<file path="src/rtl/cmp_pool_sched.sv">
// Two-requester max-pooling scheduler: a round-robin grant owns the datapath for
// a window of cfg_win beats, then the window maximum is offered downstream.
module cmp_pool_sched #(
    parameter int DATA_W = 4,
    parameter int WIN_W  = 3
) (
    input  logic              clk,
    input  logic              rst,
    input  logic [WIN_W-1:0]  cfg_win,
    input  logic              req0_valid,
    input  logic [DATA_W-1:0] req0_data,
    input  logic              req1_valid,
    input  logic [DATA_W-1:0] req1_data,
    output logic              req0_ready,
    output logic              req1_ready,
    output logic              out_valid,
    input  logic              out_ready,
    output logic [DATA_W-1:0] out_data,
    output logic              out_src,
    output logic              busy
);

    typedef enum logic [1:0] {IDLE, ACCUM, DONE} state_t;

    state_t              state, state_nxt;
    logic                grant, grant_nxt;
    logic                last_win, last_win_nxt;
    logic [WIN_W-1:0]    win_len, win_len_nxt;
    logic [WIN_W-1:0]    count, count_nxt;
    logic [DATA_W-1:0]   max_reg, max_nxt;
    logic                beat_valid;
    logic [DATA_W-1:0]   beat_data;

    assign beat_valid = grant ? req1_valid : req0_valid;
    assign beat_data  = grant ? req1_data  : req0_data;

    // NOTE: sequential state uses non-blocking assignments so every register
    // samples the pre-edge values, independent of statement order.
    always_ff @(posedge clk or negedge rst) begin
        if (!rst) begin
            state    <= IDLE;
            grant    <= 1'b0;
            last_win <= 1'b1;  // requester 0 wins the first simultaneous request
            win_len  <= WIN_W'(1);
            count    <= '0;
            max_reg  <= '0;
        end else begin
            state    <= state_nxt;
            grant    <= grant_nxt;
            last_win <= last_win_nxt;
            win_len  <= win_len_nxt;
            count    <= count_nxt;
            max_reg  <= max_nxt;
        end
    end

    // NOTE: every signal written here gets a default first, so no path can
    // leave one unassigned and infer a latch.
    always_comb begin
        state_nxt    = state;
        grant_nxt    = grant;
        last_win_nxt = last_win;
        win_len_nxt  = win_len;
        count_nxt    = count;
        max_nxt      = max_reg;
        req0_ready   = 1'b0;
        req1_ready   = 1'b0;
        out_valid    = 1'b0;

        case (state)
            IDLE: begin
                if (req0_valid || req1_valid) begin
                    grant_nxt   = (req0_valid && req1_valid) ? ~last_win : req1_valid;
                    win_len_nxt = (cfg_win == '0) ? WIN_W'(1) : cfg_win;
                    count_nxt   = '0;
                    state_nxt   = ACCUM;
                end
            end
            ACCUM: begin
                req0_ready = ~grant;
                req1_ready = grant;
                if (beat_valid) begin
                    // First beat loads unconditionally; ties keep the held maximum.
                    if (count == '0 || beat_data > max_reg)
                        max_nxt = beat_data;
                    count_nxt = count + WIN_W'(1);
                    if (count + WIN_W'(1) == win_len)
                        state_nxt = DONE;
                end
            end
            DONE: begin
                out_valid = 1'b1;
                if (out_ready) begin
                    last_win_nxt = grant;
                    state_nxt    = IDLE;
                end
            end
            default: state_nxt = IDLE;
        endcase
    end

    assign out_data = max_reg;
    assign out_src  = grant;
    assign busy     = (state != IDLE);

endmodule

</file>
<file path="config.mk">
export PLATFORM = sky130hd
export DESIGN_NAME = cmp_pool_sched
export DESIGN_NICKNAME = d
export VERILOG_FILES = /design/src/rtl/cmp_pool_sched.sv
export SDC_FILE = /design/constraint.sdc
export NUM_CORES = 1
export LEC_CHECK = 0
export BUFFER_PORTS_ARGS = -buffer_cell sky130_fd_sc_hd__buf_4
export CAP_MARGIN = 15
export CORE_UTILIZATION = 53
export CTS_CLUSTER_DIAMETER = 60
export DETAILED_ROUTE_END_ITERATION = 7
export GPL_ROUTABILITY_DRIVEN = 0
export PLACE_DENSITY = 0.82
export SLEW_MARGIN = 15
export SYNTH_ARGS = -nofsm -noshare
export SYNTH_HDL_FRONTEND = slang
export SYNTH_SLANG_ARGS = --single-unit
</file>
<file path="constraint.sdc">
create_clock -name clk -period 6.6 [get_ports clk]
set_input_delay 1.32 -clock clk [delete_from_list [all_inputs] [get_ports clk]]
set_output_delay 1.32 -clock clk [all_outputs]
set_load 0.02 [all_outputs]
</file>
==> impl_metrics.py <==
metrics = {
    "cts": {
        "cts-root-buf": "clkbuf_4",
        "cts_tree": "done",
        "cts_hold_buf": 0,
        "cts_resized": 0,
        "cts_buffers": 3,
        "cts.clk_slew.worst_paths_ps": 80,
        "cts.sinks": 14,
        "clockBufferDepth": 2,
        "clock_latency_ps": 270,
        "h-tree-depth": 1,
        "post_cts_buffers": 0,
    },
    "synthesis": {
        "synth_edf_count": 0,
        "ys_seq_elements": 14,
        "seq_area_frac_synth_pct": 41.35,
        "synth.avg_cell_area_um2": 10.53,
        "synth_area_um2": 853.3,
        "synthTopCellsByArea": "dfrtp_1 (35%), ha_1 (8.8%), mux2_2 (7.9%), dfstp_2 (6.2%), mux2i_1 (4.7%)",
        "yosysWarnings": 0,
        "synthCells": 81,
        "synth_nets": 103,
        "synth_top_area_share_pct": 35.19,
        "ys.flop_type": "dfrtp_1",
        "yosys.area.top_type": "dfrtp_1",
        "synth_cell_types": 29,
        "async_flop_share_pct": 100.0,
        "synth.most_common_cell": "dfrtp_1",
        "yosys-top-cells-count": "dfrtp_1 (12), inv_1 (8), ha_1 (6), mux2_2 (6), nor2_1 (6)",
    },
    "power_and_ir_drop": {
        "ir_worst_vdd_uv": 276.7,
        "p_total_uw": 545.4,
        "powerDensity_mw_per_mm2": 505.7,
        "p_leak_nw": 0.5281,
    },
    "routing": {
        "avgViaCountPerCell": 5.274,
        "met1Wirelength_um": 655,
        "drc": 0,
        "routedWlPerCell_um": 12.17,
        "drt-total-wl_mm": 1.509,
        "maxUsedRoutingLayer": "met4",
        "met2_length_um": 784,
        "ant_nets": 0,
        "met3_length_um": 57,
        "first_iter_violations": 4,
        "first_pass_iters": 3,
        "vias": 654,
    },
    "floorplan": {
        "die_area_mm2": 0.001775,
        "fp.dieH_um": 42.13,
        "chipWidth_um": 42.13,
        "row_count": 14,
        "core_area_mm2": 0.001506,
        "ios": 25,
        "initial_core_util_pct": 56.64,
    },
    "layout": {
        "syn_to_final_growth_pct": 26.39,
        "utilization_pct": 71.59,
        "antennaDiodeCount": 0,
        "nets": 131,
        "layout-drive-gt1-share_pct": 35.19,
    },
    "worst_setup_path": {
        "reg2reg_from": "out_src",
        "startpoint": "req1_data[1]",
        "cp-start-kind": "primary input",
        "critPathSlowestCell": "a211oi_4",
        "critPathCaptureType": "register",
        "worstPathCellList": "buf_4, mux2_2, ha_1, nor2b_1, o211ai_1, a211oi_4, mux2_1",
        "arrival_ps": 2960,
        "cp_max_fo": 4,
        "critical-path-max-stage-delay_ps": 350,
        "critPathKind": "in -> reg",
        "critPathRequiredTime_ps": 6760,
    },
    "timing": {
        "rsz0062_at_grt": "no",
        "tightestPinTransition_ps": 568.4,
        "finalSetupTns_ps": 0,
        "fin_skew_ps": 3.346,
        "finalSetupViolations": 0,
        "fmax_ghz": 0.3582,
        "hold_viol": 0,
        "slew_viol_final": 0,
        "period_needed_ps": 2792,
        "post-route-period-util_pct": 42.30,
        "slew_headroom_pct": 61.85,
    },
    "min_path": {
        "min_from": "win_len[0]",
        "min_path_type": "reg -> reg",
    },
    "global_routing": {
        "first_global_vias": 617,
        "grt_pass1_wl_mm": 2.615,
        "grt_usage_pct": 19.58,
        "antenna_found_initial": 0,
        "grt-ovfl-total": 0,
        "grt_max_degree": 15,
    },
    "placed_design": {
        "io_buffers": 24,
    },
    "job": {
        "maxCapViolCount": 0,
    },
    "run_status": {
        "status": "finished clean",
    },
}
==> per-layer routing <==
layer,GRT usage [%],vias to the layer above
li1,-,330
met1,23.31,306
met2,35.63,16
met3,3.879,2
met4,5.625,0
met5,0,-
==> placed cells by master (no fill, tap or decap), types with 2 or more instances in the layout <==
cell,instances
a21oi_1,2
buf_4,24
clkbuf_4,3
dfrtp_1,12
dfstp_2,2
ha_1,6
inv_1,8
mux2_1,3
mux2_2,6
mux2i_1,4
nand2_1,5
nand2b_1,2
nand3_1,2
nor2_1,6
nor2b_1,3
o21ai_0,3
xnor2_1,3
==> critical path: cells and delay by family <==
kind                       cells  cell delay, ps
muxes                          2             620
and+or+nand+nor                1             130
adders and majority gates      1             290
AOI/OAI and AO/OA              2             480
buffers and inverters          1             100
==> layout make-up <==
cell class	count	area, um^2
Multi-Input combinational cell	58	459.2
Fill cell	124	427.9
Sequential cell	14	352.8
Timing Repair Buffer	24	180.2
Clock buffer	4	36.28
Inverter	8	30.03
Tap cell	16	20.02
==> flip-flops by register name (all words and copies together), names as in the netlist <==
| register | flops |
|---|---|
| out_src | 1 |
| out_data | 4 |
| state | 2 |
| last_win | 1 |
| count | 3 |
| win_len | 3 |
==> power breakdown <==
group / total [mW] / switching [mW] / internal [mW]
clock: 0.0605 / 0.0270 / 0.0335
sequential: 0.171 / 0.0393 / 0.132
combinational: 0.314 / 0.160 / 0.153
total: 0.545 / 0.227 / 0.319
==> stage by stage <==
step / setup WS [ps] / std cells / instance area, um^2 / hold slack [ps]
after detailed placement: 3500 / 120 / 1042 / 486.6
after floorplan: 3743 / 81 / 853.3 / 464.8
final: 3808 / 124 / 1079 / 495.2
after global routing: 3758 / 124 / 1079 / 528.9
after global placement: 3578 / 120 / 1042 / 474.9
after CTS: 3796 / 124 / 1079 / 498.7
==> path summary, 6_finish.rpt <==
path	endpoint	slack, ps	cells past startpoint
worst max-delay path	out_data[1]	3810	7
worst min-delay path	win_len[0]	500	2
worst max register to register	out_data[1]	4270	6
worst min register to register	win_len[0]	500	2
max in group asynchronous	win_len[0]	5490	1
min in group asynchronous	out_src	870	1
==> cells by family (layout without fill, tap and decap cells) <==
| group | after synthesis | in the layout | share of synthesized area [%] |
|---|---|---|---|
| compound gates | 11 | 11 | 9.385 |
| xor+xnor | 4 | 4 | 4.106 |
| fa+ha+maj | 6 | 6 | 8.797 |
| buf+inv | 9 | 36 | 4.839 |
| flops | 14 | 14 | 41.35 |
| mux | 13 | 13 | 16.57 |
| simple gates | 24 | 24 | 14.96 |
(Power assumes the default switching activity.)
